### config.mk
export PLATFORM = sky130hd
export DESIGN_NAME = fifo_ctrl
export DESIGN_NICKNAME = d
export VERILOG_FILES = /design/src/rtl/fifo_ctrl_pkg.sv /design/src/rtl/fifo_obuf.sv /design/src/rtl/fifo_ctrl.sv
export SDC_FILE = /design/constraint.sdc
export NUM_CORES = 1
export LEC_CHECK = 0
export CORE_ASPECT_RATIO = 0.5
export CORE_UTILIZATION = 35
export CTS_CLUSTER_DIAMETER = 40
export CTS_CLUSTER_SIZE = 30
export DETAILED_ROUTE_END_ITERATION = 8
export DONT_BUFFER_PORTS = 1
export SLEW_MARGIN = 20
export SYNTH_ARGS = -nofsm -noshare
export SYNTH_HDL_FRONTEND = slang
export SYNTH_HIERARCHICAL = 1
export SYNTH_SLANG_ARGS = --single-unit
### constraint.sdc
create_clock -name clk -period 3 [get_ports clk]
set_clock_uncertainty 0.2 [all_clocks]
set_input_delay 0.6 -clock clk [delete_from_list [all_inputs] [get_ports clk]]
set_output_delay 0.6 -clock clk [all_outputs]
set_load 0.02 [all_outputs]
### src/rtl/fifo_ctrl_pkg.sv
// Shared sizing for the banked FIFO controller and its memory controller.
// Bank select is address bit 0, so consecutive entries alternate banks.
package fifo_ctrl_pkg;
    localparam int DW         = 32;
    localparam int AW         = 3;
    localparam int DEPTH      = 1 << AW;
    localparam int OBUF_DEPTH = 2;
endpackage

### src/rtl/fifo_obuf.sv
// Two-entry in-order output buffer sitting behind the one-cycle memory read.
// Entry 0 is always the oldest; a pop shifts entry 1 down.
module fifo_obuf
    import fifo_ctrl_pkg::*;
#(
    parameter int DW = fifo_ctrl_pkg::DW
) (
    input  logic          clk,
    input  logic          rst,
    input  logic          in_valid,
    input  logic [DW-1:0] in_data,
    output logic          out_valid,
    input  logic          out_ready,
    output logic [DW-1:0] out_data,
    output logic [1:0]    occ
);
    logic [DW-1:0] ent_q [OBUF_DEPTH];
    logic [DW-1:0] ent_d [OBUF_DEPTH];
    logic [1:0]    occ_q, occ_d;
    logic [1:0]    slot;
    logic          pop;

    always_comb begin
        ent_d     = ent_q;
        out_valid = !rst && (occ_q != 2'd0);
        out_data  = ent_q[0];
        occ       = occ_q;
        pop       = out_valid && out_ready;
        // Slot for the incoming word is computed after the pop has shifted.
        slot      = occ_q - {1'b0, pop};
        if (pop) begin
            ent_d[0] = ent_q[1];
        end
        if (in_valid) begin
            ent_d[slot[0]] = in_data;
        end
        occ_d = rst ? 2'd0 : occ_q + {1'b0, in_valid} - {1'b0, pop};
    end

    always_ff @(posedge clk) begin
        occ_q <= occ_d;
        ent_q <= ent_d;
    end
endmodule

### src/rtl/fifo_ctrl.sv
// FIFO controller over a two-bank external memory with one-cycle read latency.
// Same-bank write/read collisions are deferred by the memory; reads avoid that bank next cycle.
module fifo_ctrl
    import fifo_ctrl_pkg::*;
#(
    parameter int DW = fifo_ctrl_pkg::DW,
    parameter int AW = fifo_ctrl_pkg::AW
) (
    input  logic          clk,
    input  logic          rst,
    input  logic          push_valid,
    input  logic [DW-1:0] push_data,
    output logic          push_ready,
    output logic          pop_valid,
    output logic [DW-1:0] pop_data,
    input  logic          pop_ready,
    output logic          mem_we,
    output logic [AW-1:0] mem_wadr,
    output logic [DW-1:0] mem_di,
    output logic          mem_re,
    output logic [AW-1:0] mem_radr,
    input  logic [DW-1:0] mem_do_0,
    input  logic [DW-1:0] mem_do_1,
    output logic [AW:0]   level
);
    logic [AW:0]   wptr_q, wptr_d, rptr_q, rptr_d;
    logic          pend_q, pend_d, pend_bank_q, pend_bank_d;
    logic          infl_q, infl_d, rbank_q, rbank_d;
    logic [AW:0]   fill;
    logic [1:0]    occ;
    logic [2:0]    budget, limit;
    logic          push_fire, pop_fire, blocked, issue, cap_valid;
    logic [DW-1:0] cap_data;

    always_comb begin
        fill       = wptr_q - rptr_q;
        // fill never exceeds 2**AW, so its MSB alone flags "full".
        push_ready = !rst && !fill[AW];
        push_fire  = push_valid && push_ready;
        pop_fire   = pop_valid && pop_ready;
        blocked    = pend_q && (rptr_q[0] == pend_bank_q);
        // occ + infl - pop_fire < 2, rearranged to stay unsigned.
        budget     = {1'b0, occ} + {2'b00, infl_q};
        limit      = 3'd2 + {2'b00, pop_fire};
        issue      = !rst && (fill != '0) && !blocked && (budget < limit);

        mem_we     = push_fire;
        mem_wadr   = rst ? '0 : wptr_q[AW-1:0];
        mem_di     = push_data;
        mem_re     = issue;
        mem_radr   = rst ? '0 : rptr_q[AW-1:0];
        level      = rst ? '0 : fill;

        wptr_d      = rst ? '0 : wptr_q + {{AW{1'b0}}, push_fire};
        rptr_d      = rst ? '0 : rptr_q + {{AW{1'b0}}, issue};
        pend_d      = !rst && mem_we && mem_re && (mem_wadr[0] == mem_radr[0]);
        pend_bank_d = mem_wadr[0];
        infl_d      = issue;
        rbank_d     = mem_radr[0];

        // Data returning for a read issued before reset is dropped here.
        cap_valid  = infl_q && !rst;
        cap_data   = rbank_q ? mem_do_1 : mem_do_0;
    end

    always_ff @(posedge clk) begin
        wptr_q      <= wptr_d;
        rptr_q      <= rptr_d;
        pend_q      <= pend_d;
        pend_bank_q <= pend_bank_d;
        infl_q      <= infl_d;
        rbank_q     <= rbank_d;
    end

    fifo_obuf #(.DW(DW)) u_obuf (
        .clk       (clk),
        .rst       (rst),
        .in_valid  (cap_valid),
        .in_data   (cap_data),
        .out_valid (pop_valid),
        .out_ready (pop_ready),
        .out_data  (pop_data),
        .occ       (occ)
    );
endmodule

-- Word-level counts from Yosys, hierarchy flattened
Cells that the tools add are included.
- eq/ne operators: 2
- $add $sub $neg: 8
- $lt $le $gt $ge: 3
- bitwise gates (word level): 1
- multiplexer cells: 9
- reductions and logical operators: 18
- operators by type and width (kind ; count):
    2-to-1 mux 32 bit ; 3
    bitwise mux 64 bit ; 1
    2-to-1 mux 64 bit ; 1
    demux 32 bit (select 1 bit) ; 1
    logical AND 1 bit ; 13
    adder 4 x 1 -> 4 bit ; 2
    2-to-1 mux 3 bit ; 2
    2-to-1 mux 4 bit ; 1
    nonzero test 4 bit ; 1
    subtractor 4 bit ; 1
    adder 2 x 1 -> 3 bit ; 1
    adder 2 x 1 -> 3 bit, first input constant ; 1
    logical NOT 1 bit ; 3
    less-than comparator 3 bit ; 1
    adder 2 x 1 -> 2 bit ; 1
    == test 1 bit ; 2
    >= comparator 2 bit, second input constant ; 1
    less-than comparator 2 x 1 -> 1 bit, second input constant ; 1
    inverter 1 -> 2 bit ; 1
    nonzero test 2 bit ; 1
    subtractor 2 x 1 -> 2 bit ; 1
    subtractor 1 bit ; 1
- logic and storage cells: 50
- output and inout port bits: 78
- register bits: 78
- input bits: 100

-- Depth between registers and ports, before layout
Gate-level depths: netlist (run 1).
- depth after elaboration: 11
- gate-level depth with buffers: 12
- depth with buffers taken out: 11

-- Hierarchy
Netlist (run 1), hierarchy kept.
- modules (own cells, without submodules) (module ; seq. area each (µm²) ; cells an instance ; area an instance (µm²) ; times used):
    fifo_obuf ; 1641.6 ; 276 ; 2990.4 ; 1
    fifo_ctrl ; 240.2 ; 141 ; 1296.2 ; 1

-- Worst setup path after synthesis (run 1)
No wires, ideal clock.
- kind: input to register
- start point: input rst
- end point: register with a tool-made name
- cell stages on the path: 5
- required time: 2.391 ns
- arrival time: 2.333 ns
- library setup time: 0.409 ns
- path slack: 0.058 ns
- buffers on the path: 2
- path through: clkbuf_1 > nor2b_1 > inv_2 > clkbuf_1 > nor2_1
- RTL lines (element ; RTL line ; RTL):
    from (decl) ; fifo_ctrl.sv:10 ; input logic rst,

-- Final worst setup path (run 1)
- start point: register rptr_q[0]
- end point: output mem_re
- cells in the longest elaborated chain, start to end: 5
- elaborated cells on any way between the ends: 8
- those cells by class: add/sub: 1; eq/ne: 1; reduce/logical: 6
- ends and longest elaborated chain (element ; RTL line ; RTL):
    from (decl) ; fifo_ctrl.sv:26 ; logic [AW:0] wptr_q, wptr_d, rptr_q, rptr_d;
    from (signal assigned) ; fifo_ctrl.sv:68 ; rptr_q <= rptr_d;
    subtractor 4 bit / == test 1 bit (equally long branches) ; fifo_ctrl.sv:36, fifo_ctrl.sv:41 ;
    nonzero test 4 bit / logical AND 1 bit (equally long branches) ; fifo_ctrl.sv:45, fifo_ctrl.sv:41 ;
    logical AND 1 bit / logical NOT 1 bit (equally long branches) ; fifo_ctrl.sv:45 ; issue = !rst && (fill != '0) && !blocked && (budget < limit);
    logical AND 1 bit * (2 in a row) ; fifo_ctrl.sv:45 ;
    to (decl) ; fifo_ctrl.sv:20 ; output logic mem_re,
Every way passes the cells marked *; elsewhere a longest branch is shown, timed or not.

==> results of run 1 <==
-- power breakdown --
part / internal (uW) / switching [uW] / leakage, uW
logic: 463 / 754 / 0.000557
registers: 1420 / 485 / 0.000673
clock network: 659 / 407 / 0.000147
total: 2540 / 1650 / 0.00138
-- path summary, 6_finish.rpt --
kind | slack [ps] | cells after the start | endpoint | startpoint
setup / recovery | 170 | 7 | mem_re | rptr_q[0]$_SDFF_PP0_
hold / removal | 130 | 1 | pend_q$_DFF_P_ | rst
setup reg to reg | 410 | 10 | rptr_q[1]$_SDFF_PP0_ | rptr_q[0]$_SDFF_PP0_
hold reg to reg | 340 | 2 | u_obuf/out_data[7]$_DFF_P_ | flip-flop
-- final cells by class --
class / count / area, um^2
Fill cell: 1166 / 7670
Inverter: 6 / 22.5
Sequential cell: 78 / 1880
Clock buffer: 11 / 243
Multi-Input combinational cell: 232 / 1720
Clock inverter: 5 / 48.8
Tap cell: 165 / 206
Timing Repair Buffer: 11 / 82.6
-- critical path: cells and delay by family, from the launching register on --
kind | cells | cell delay, ps
flops | 1 | 420
simple gates | 1 | 170
compound gates | 1 | 150
fa+ha+maj | 2 | 590
xor+xnor | 1 | 150
buf+inv | 2 | 220
-- layer usage --
layer | share of wire (%) | vias to the layer above
li1 | - | 1315
met2 | 47 | 127
met4 | 1.8 | 0
met3 | 8.2 | 25
met1 | 42 | 1359
met5 | 0 | -
-- layout by cell type (no fill, tap or decap), types with 4 or more instances in the layout --
master and count:
inv_1 5, mux2_2 30, xnor2_1 7, nor2_1 16
a31oi_1 32, edfxtp_1 32, ha_1 11, clkbuf_16 9
nor2b_1 9, nand3_1 35, o21ai_0 33, dfxtp_1 45
buf_4 11, a2111oi_0 31, xor2_1 4
-- per-stage QoR --
stage	std cells	power [uW]	hold slack (ps)	util, %
after floorplan	417	3200	274	-
after global placement	492	3130	329	33.0
after detailed placement	492	3150	338	33.0
after CTS	508	4230	116	35.4
after global routing	508	4430	113	35.4
final	508	4190	134	35.4
-- cells by family (layout without fill, tap and decap cells) --
group           Yosys count  in the layout  synth area share [%]
buf+inv                 107             33                  16.1
compound gates          101            101                  15.8
flops                    78             78                  43.9
simple gates             75             75                  9.46
mux                      32             32                  8.41
fa+ha+maj                12             12                  3.68
xor+xnor                 12             12                  2.63
==> run metrics, run 1 <==
GR Util met3=4.43%; Die Span X=between 150 and 200 um; largest net degree at the start of global routing=37; vias in the first global route=between 2000 and 3000; busiest grt layer=met2; Core Region=11900 um^2; status=completed; routing usage on met1=18.2%; syn_nets=around 530; Hold Buf Count CTS=0; clock sinks=just under 80; Fin Setup TNS=0 ps; DRT Wirelength=9.23 mm; Ys Warns=6; total CTS buffers=9; # rows=28; Clock Tree Root=clkbuf_16; worst slew pin tran=685 ps; CTS tree=yes; most frequent cells after synthesis=buf_4, dfxtp_1, nand3_1; Antenna Nets Post-Route=0; leading post-synthesis cells by cell area=edfxtp_1, dfxtp_1, buf_4; initial antenna violation count=0; GRT Total Usage=around 15%; total grt overflow=0; layout cell share with drive strength beyond 1=19.0%; clock slew at reported path FFs=50 ps; DR vias=2826; VDD IR max=approximately 0.32 mV; drt wl/cell=18.2 um; Worst slew margin=54.4%; Hold Fails Final Rpt=0; CP peak stage delay=420 ps; # diodes=0; Max-Cap Viols=0; number of distinct library cells after synthesis=33; synthesized area=between 4000 and 5000 um^2; number of enable flip-flop cells after synthesis=32; CP Cell Sequence=ha_1 -> inv_1 -> fa_1 -> xnor2_1 -> and3b_1 -> a21oi_1 -> buf_4; Clock Path Buffers=2; RSZ-0062 raised after global routing=no; register area share after synthesis=43.9%; die height=80.3 um; post_cts resized=0; Critical Path Sink Type=output port; Final WS setup=168 ps; CP arrival=just over 2000 ps; Leak=0.00138 uW; Layout Nets=450; drt via density=5.56; post-synth top area share=22.4%; final setup violation count=0; Final min period=approximately 2800 ps; pwr dens=995 nW/um^2; DRC violations left=0; Worst setup SP type=flip-flop; Critical-path top delay cell=dfxtp_1; number of DRC markers in iteration 0=159; cells after synthesis=417; Clock Latency Late Sink=between 300 and 400 ps; crit share post-route=94.4%; die area=approximately 13000 um^2; setup bufs post-CTS=0; Async SR Flop Fraction=0%; GP Congestion=0.720; Final Max Tran Viols=0; FF+latch count, synth=78; crit path max fanout=5; Setup WS pre-CTS=a little under 400 ps; cell taking the most area after synthesis=edfxtp_1; drt first pass iters=5; f_max=353 MHz; Area Growth Syn to Fin=-1.87%; Design Area, Final=between 4000 and 5000 um^2; DP Area=3920 um^2; Initial Util=36.1%; first-pass GRT wire length=about 14 mm; most common cell in the netlist=buf_4; Avg Synthesized Cell Area=10.3 um^2; Top FF cell, synth=dfxtp_1; DP HPWL=5.77 mm; I/O pin total=178; critical path required time=2200 ps; H-tree lvl count=3; hold crit path type=input pin to flip-flop; M2 GR Usage=about a quarter; kind of critical path=flip-flop to output port; number of I/O port buffers=0
(Power assumes the default switching activity.)
==> run 2: changes to the inputs <==
--- a/config.mk
+++ b/config.mk
@@ -14,5 +14,4 @@
 export SLEW_MARGIN = 20
 export SYNTH_ARGS = -nofsm -noshare
 export SYNTH_HDL_FRONTEND = slang
-export SYNTH_HIERARCHICAL = 1
 export SYNTH_SLANG_ARGS = --single-unit
==> run metrics, run 2 <==
number of I/O port buffers=0; kind of critical path=flip-flop to output port; Avg Synthesized Cell Area=11.1 um^2; commonest non-fill, non-tap cell in the layout=nor2_1; total grt overflow=0; clock slew at reported path FFs=~60 ps; Area Growth Syn to Fin=-0.476%; leading post-synthesis cells by cell area=edfxtp_1, dfxtp_1, buf_4; Critical-path top delay cell=fa_1; most common cell in the netlist=buf_4; filler instances=1031; Ys Warns=0; Antenna Nets Post-Route=0; f_max=346 MHz; drt first pass iters=5; Final WS setup=111 ps; first-pass GRT wire length=11.1 mm; DR vias=about 2000; Layout Nets=between 400 and 500; GP Congestion=between 0.7 and 0.8; CP Cell Sequence=inv_1 -> ha_1 -> fa_1 -> xor2_1 -> and3_1 -> a21oi_2 -> buf_6; hold crit path type=input pin to flip-flop; CP arrival=2090 ps; Max-Cap Viols=0; Worst slew margin=roughly 45%; CP peak stage delay=400 ps; synthesized area=~3900 um^2; DRC violations left=21; Leak=0.00168 uW; I/O pin total=178; worst slew pin tran=822 ps; DP Area=about 3600 um^2; failing checks=DRC; total power=between 4000 and 5000 uW; Critical Path Sink Type=output port; Fin Setup TNS=0 ps; drt wl/cell=16.2 um; fin cells=438; GRT Total Usage=12.3%; highest metal used=met4; final setup violation count=0; DP HPWL=between 5 and 6 mm; Die Span X=between 150 and 200 um; CTS tree=yes; met1 WL=3.00 mm; Hold Buf Count CTS=0; Clock Latency Late Sink=330 ps; largest delay contributor family on the critical path=adder cells; die area=11700 um^2; number of DRC markers in iteration 0=86; die height=77.0 um; Worst setup SP type=flip-flop; # diodes=0; commonest non-fill, non-tap cells in the layout=nor2_1, dfxtp_1, a21oi_1; crit share post-route=96.3%; number of buffers and inverters on the critical path=2; cells after synthesis=355; critical path required time=2200 ps; pwr dens=1020 nW/um^2; Clock Tree Root=clkbuf_16; Initial Util=between 30% and 40%; Setup WS pre-CTS=roughly 360 ps; VDD IR max=0.278 mV; Hold Fails Final Rpt=0; Final Max Tran Viols=0; RSZ-0062 raised after global routing=no; Async SR Flop Fraction=0%; layout cell share with drive strength beyond 1=19.1%; initial antenna violation count=0; most frequent cells after synthesis=buf_4, dfxtp_1, nor2_1; cell taking the most area after synthesis=edfxtp_1; Top FF cell, synth=dfxtp_1; # rows=26; drt via density=4.66; DRT Wirelength=7.07 mm; post-synth top area share=24.4%; met2 WL=~3.4 mm; vias in the first global route=between 2000 and 2500; syn_nets=467; crit path max fanout=3; Design Area, Final=3920 um^2; Core Region=10600 um^2; number of enable flip-flop cells after synthesis=32; Final min period=between 2000 and 3000 ps; register area share after synthesis=between 40% and 50%; total CTS buffers=9; clock sinks=78; status=finished with violations; number of distinct library cells after synthesis=27; dpl cells=422; FF+latch count, synth=78; largest net degree at the start of global routing=33; met3 WL=543 um; Clock Path Buffers=2; H-tree lvl count=3
## run 2: repair_timing
item                                    in CTS  in global routing
endpoints found under the hold margin        0                  0
endpoints found under the setup margin       1                  1
gates resized for setup                      1                  2
buffers inserted                             0                  0
## run 2: path summary, 6_finish.rpt
check | slack [ps] | start | to | cells past startpoint
max reg2reg | 510 | wptr_q[0]$_SDFF_PP0_ | rptr_q[2]$_SDFF_PP0_ | 10
min | 130 | rst | wptr_q[0]$_SDFF_PP0_ | 1
min reg2reg | 330 | flip-flop | u_obuf.out_data[8]$_DFF_P_ | 2
max | 110 | wptr_q[0]$_SDFF_PP0_ | mem_re | 7
## run 2: routing by layer
layer / track usage, % / vias to the layer above
li1: - / 1026
met1: 13.7 / 940
met2: 20.1 / 50
met3: 5.71 / 24
met4: 6.12 / 0
met5: 0 / -
## run 2: area by class of cell
type / count / area (um^2) / area share (%)
Multi-Input combinational cell: 190 / 1460 / 37.1
Clock inverter: 5 / 37.5 / 0.957
Clock buffer: 11 / 275 / 7.02
Tap cell: 140 / 175 / 4.47
Sequential cell: 78 / 1880 / 48.0
Inverter: 7 / 26.3 / 0.670
Timing Repair Buffer: 7 / 68.8 / 1.75
## run 2: per-stage QoR
stage,util [%],hold slack (ps)
after floorplan,-,298
after global placement,34.1,313
after detailed placement,34.1,321
after CTS,37.1,117
after global routing,37.1,106
final,37.1,132
## run 2: report_power, final
group / switching, uW / total (uW) / internal, uW / leakage, uW
logic: 521 / 994 / 472 / 0.000846
clock network: 433 / 1100 / 664 / 0.000156
registers: 496 / 1920 / 1430 / 0.000673
total: 1450 / 4010 / 2560 / 0.00168
## run 2: cells by family (layout without fill, tap and decap cells)
logic type               Yosys count  in the layout  share of synthesized area [%]
adder cells (fa/ha/maj)           12             12                           4.00
multiplexers                      64             64                           17.3
AO/OA/AOI/OAI                     37             37                           5.14
flip-flops                        78             78                           47.7
buffers and inverters             87             30                           15.6
XOR/XNOR                          12             12                           2.67
AND/OR/NAND/NOR                   65             65                           7.62
==> run 3: changes to the inputs <==
--- a/config.mk
+++ b/config.mk
@@ -5,12 +5,15 @@
 export SDC_FILE = /design/constraint.sdc
 export NUM_CORES = 1
 export LEC_CHECK = 0
+export ABC_AREA = 1
 export CORE_ASPECT_RATIO = 0.5
 export CORE_UTILIZATION = 35
+export CTS_BUF_LIST = sky130_fd_sc_hd__clkbuf_8
 export CTS_CLUSTER_DIAMETER = 40
 export CTS_CLUSTER_SIZE = 30
 export DETAILED_ROUTE_END_ITERATION = 8
 export DONT_BUFFER_PORTS = 1
+export PLACE_DENSITY = 0.63
 export SLEW_MARGIN = 20
 export SYNTH_ARGS = -nofsm -noshare
 export SYNTH_HDL_FRONTEND = slang
==> run metrics, run 3 <==
status=finished with violations; failing checks=DRC; H-tree lvl count=3; drt first pass iters=9; VDD IR max=roughly 0.28 mV; Post-Synth Adder-Cell Area=3.96%; RSZ-0062 raised after global routing=no; die area=11800 um^2; Avg Synthesized Cell Area=8.15 um^2; leading post-synthesis cells by cell area=edfxtp_1, dfxtp_1, nand2_1; f_max=363 MHz; post-synth top area share=24.2%; Antenna Nets Post-Route=0; total CTS buffers=9; post_cts resized=0; largest delay contributor family on the critical path=adder cells; total power=slightly below 4000 uW; largest net degree at the start of global routing=43; Core Region=11000 um^2; main combinational cell family by area after synthesis=simple AND/OR/NAND/NOR gates; total grt overflow=0; hold crit path type=input pin to flip-flop; synthesized area=3980 um^2; clock slew at reported path FFs=roughly 80 ps; I/O pin total=178; layout cell share with drive strength beyond 1=7.06%; fin cells=570; first-pass GRT wire length=12.5 mm; Top FF cell, synth=dfxtp_1; cells after synthesis=488; Worst slew margin=52.3%; clock sinks=78; Async SR Flop Fraction=0%; Worst setup SP type=flip-flop; kind of critical path=flip-flop to output port; Clock Path Buffers=2; simple-gate share of the synthesized area=23.3%; crit path max fanout=3; DRT Wirelength=7.90 mm; Final min period=2750 ps; crit share post-route=between 90% and 100%; Synth Area in Compound Gates=between 6 and 7%; drt wl/cell=13.9 um; Fin Setup TNS=0 ps; Area Growth Syn to Fin=-3.43%; Die Span X=153 um; vias in the first global route=2527; syn_nets=600; Clock Tree Root=clkbuf_8; mux cell area share after synthesis=0%; DR vias=2678; number of distinct library cells after synthesis=22; # rows=27; number of I/O port buffers=0; final setup violation count=0; number of buffers and inverters on the critical path=2; DRC violations left=4; cell taking the most area after synthesis=edfxtp_1; critical path required time=around 2200 ps; die height=about 77 um; setup bufs post-CTS=0; Clock Latency Late Sink=roughly 340 ps; Final Max Tran Viols=0; initial antenna violation count=0; GP Congestion=0.800; commonest non-fill, non-tap cell in the layout=nand2_1; Hold Buf Count CTS=0; Critical-path top delay cell=fa_1; dpl cells=554; most common cell in the netlist=nand2_1; worst slew pin tran=715 ps; GRT Total Usage=13.7%; drt via density=4.70; Leak=0.00167 uW; Layout Nets=532; register area share after synthesis=~47%; DP HPWL=5.40 mm; CTS tree=yes; CP peak stage delay=about 400 ps; CP Cell Sequence=inv_1 -> ha_1 -> fa_1 -> xnor2_1 -> nor2_1 -> nand2_1 -> nand2_1 -> inv_1; # diodes=0; most frequent cells after synthesis=nand2_1, buf_4, nor2_1; commonest non-fill, non-tap cells in the layout=nand2_1, nor2_1, dfxtp_1; Initial Util=36.1%; Post-Synth XOR/XNOR Area=0.881%; Hold Fails Final Rpt=0; Critical Path Sink Type=output port; pwr dens=1000 nW/um^2; CP arrival=slightly below 2000 ps; Ys Warns=0; FF+latch count, synth=78; number of DRC markers in iteration 0=161; Max-Cap Viols=0; number of enable flip-flop cells after synthesis=32
## run 3: cell types whose count changed after synthesis, sizes merged, moves of 10 or more
cell / previous run / this run
buf: 75 / 85
a31oi: 0 / 32
mux2i: 32 / 0
mux2: 32 / 0
a21oi: 34 / 7
inv: 7 / 28
nand2: 3 / 175
## run 3: final timing paths
kind / startpoint / to / slack, ps / depth (start not counted)
min: rst / rptr_q[0]$_SDFF_PP0_ / 110 / 1
min reg2reg: wptr_q[3]$_SDFF_PP0_ / wptr_q[3]$_SDFF_PP0_ / 290 / 2
max reg2reg: wptr_q[0]$_SDFF_PP0_ / rptr_q[2]$_SDFF_PP0_ / 500 / 12
max: wptr_q[0]$_SDFF_PP0_ / mem_re / 250 / 8
## run 3: report_power, final
part / internal (uW) / total [uW] / switching [uW]
clock: 533 / 909 / 376
sequential: 1440 / 1940 / 494
combinational: 359 / 994 / 635
total: 2340 / 3840 / 1510
## run 3: layer usage
metal	vias up	GRT usage [%]	share of wire [%]
li1	1359	-	-
met1	1229	15.4	44
met2	57	23.0	47
met3	33	4.64	6.0
met4	0	7.58	3.2
met5	-	0	0
## run 3: layout make-up
class | count | area, um^2
tap | 145 | 181
inverter | 29 | 110
multi-input combinational | 296 | 1380
sequential | 78 | 1880
fill | 1127 | 7170
clock buffer | 12 | 165
clock inverter | 4 | 68.8
timing repair buffer | 6 | 57.6
## run 3: kinds of logic (layout without fill, tap and decap cells)
family,after synthesis,in the layout
AOI/OAI and AO/OA,43,43
and+or+nand+nor,237,237
DFF,78,78
buffers and inverters,114,51
xor gates and xnor gates,4,4
adders and majority gates,12,12
## run 3: stage by stage
stage | cell area [um^2] | hold slack, ps | utilization (%) | setup slack, ps
final | 3840 | 113 | 34.9 | 247
after global routing | 3840 | 81.5 | 34.9 | 60.5
after floorplan | 3980 | 257 | - | 101
after detailed placement | 3610 | 287 | 32.8 | 497
after CTS | 3840 | 87.6 | 34.9 | 217
after global placement | 3610 | 276 | 32.8 | 582
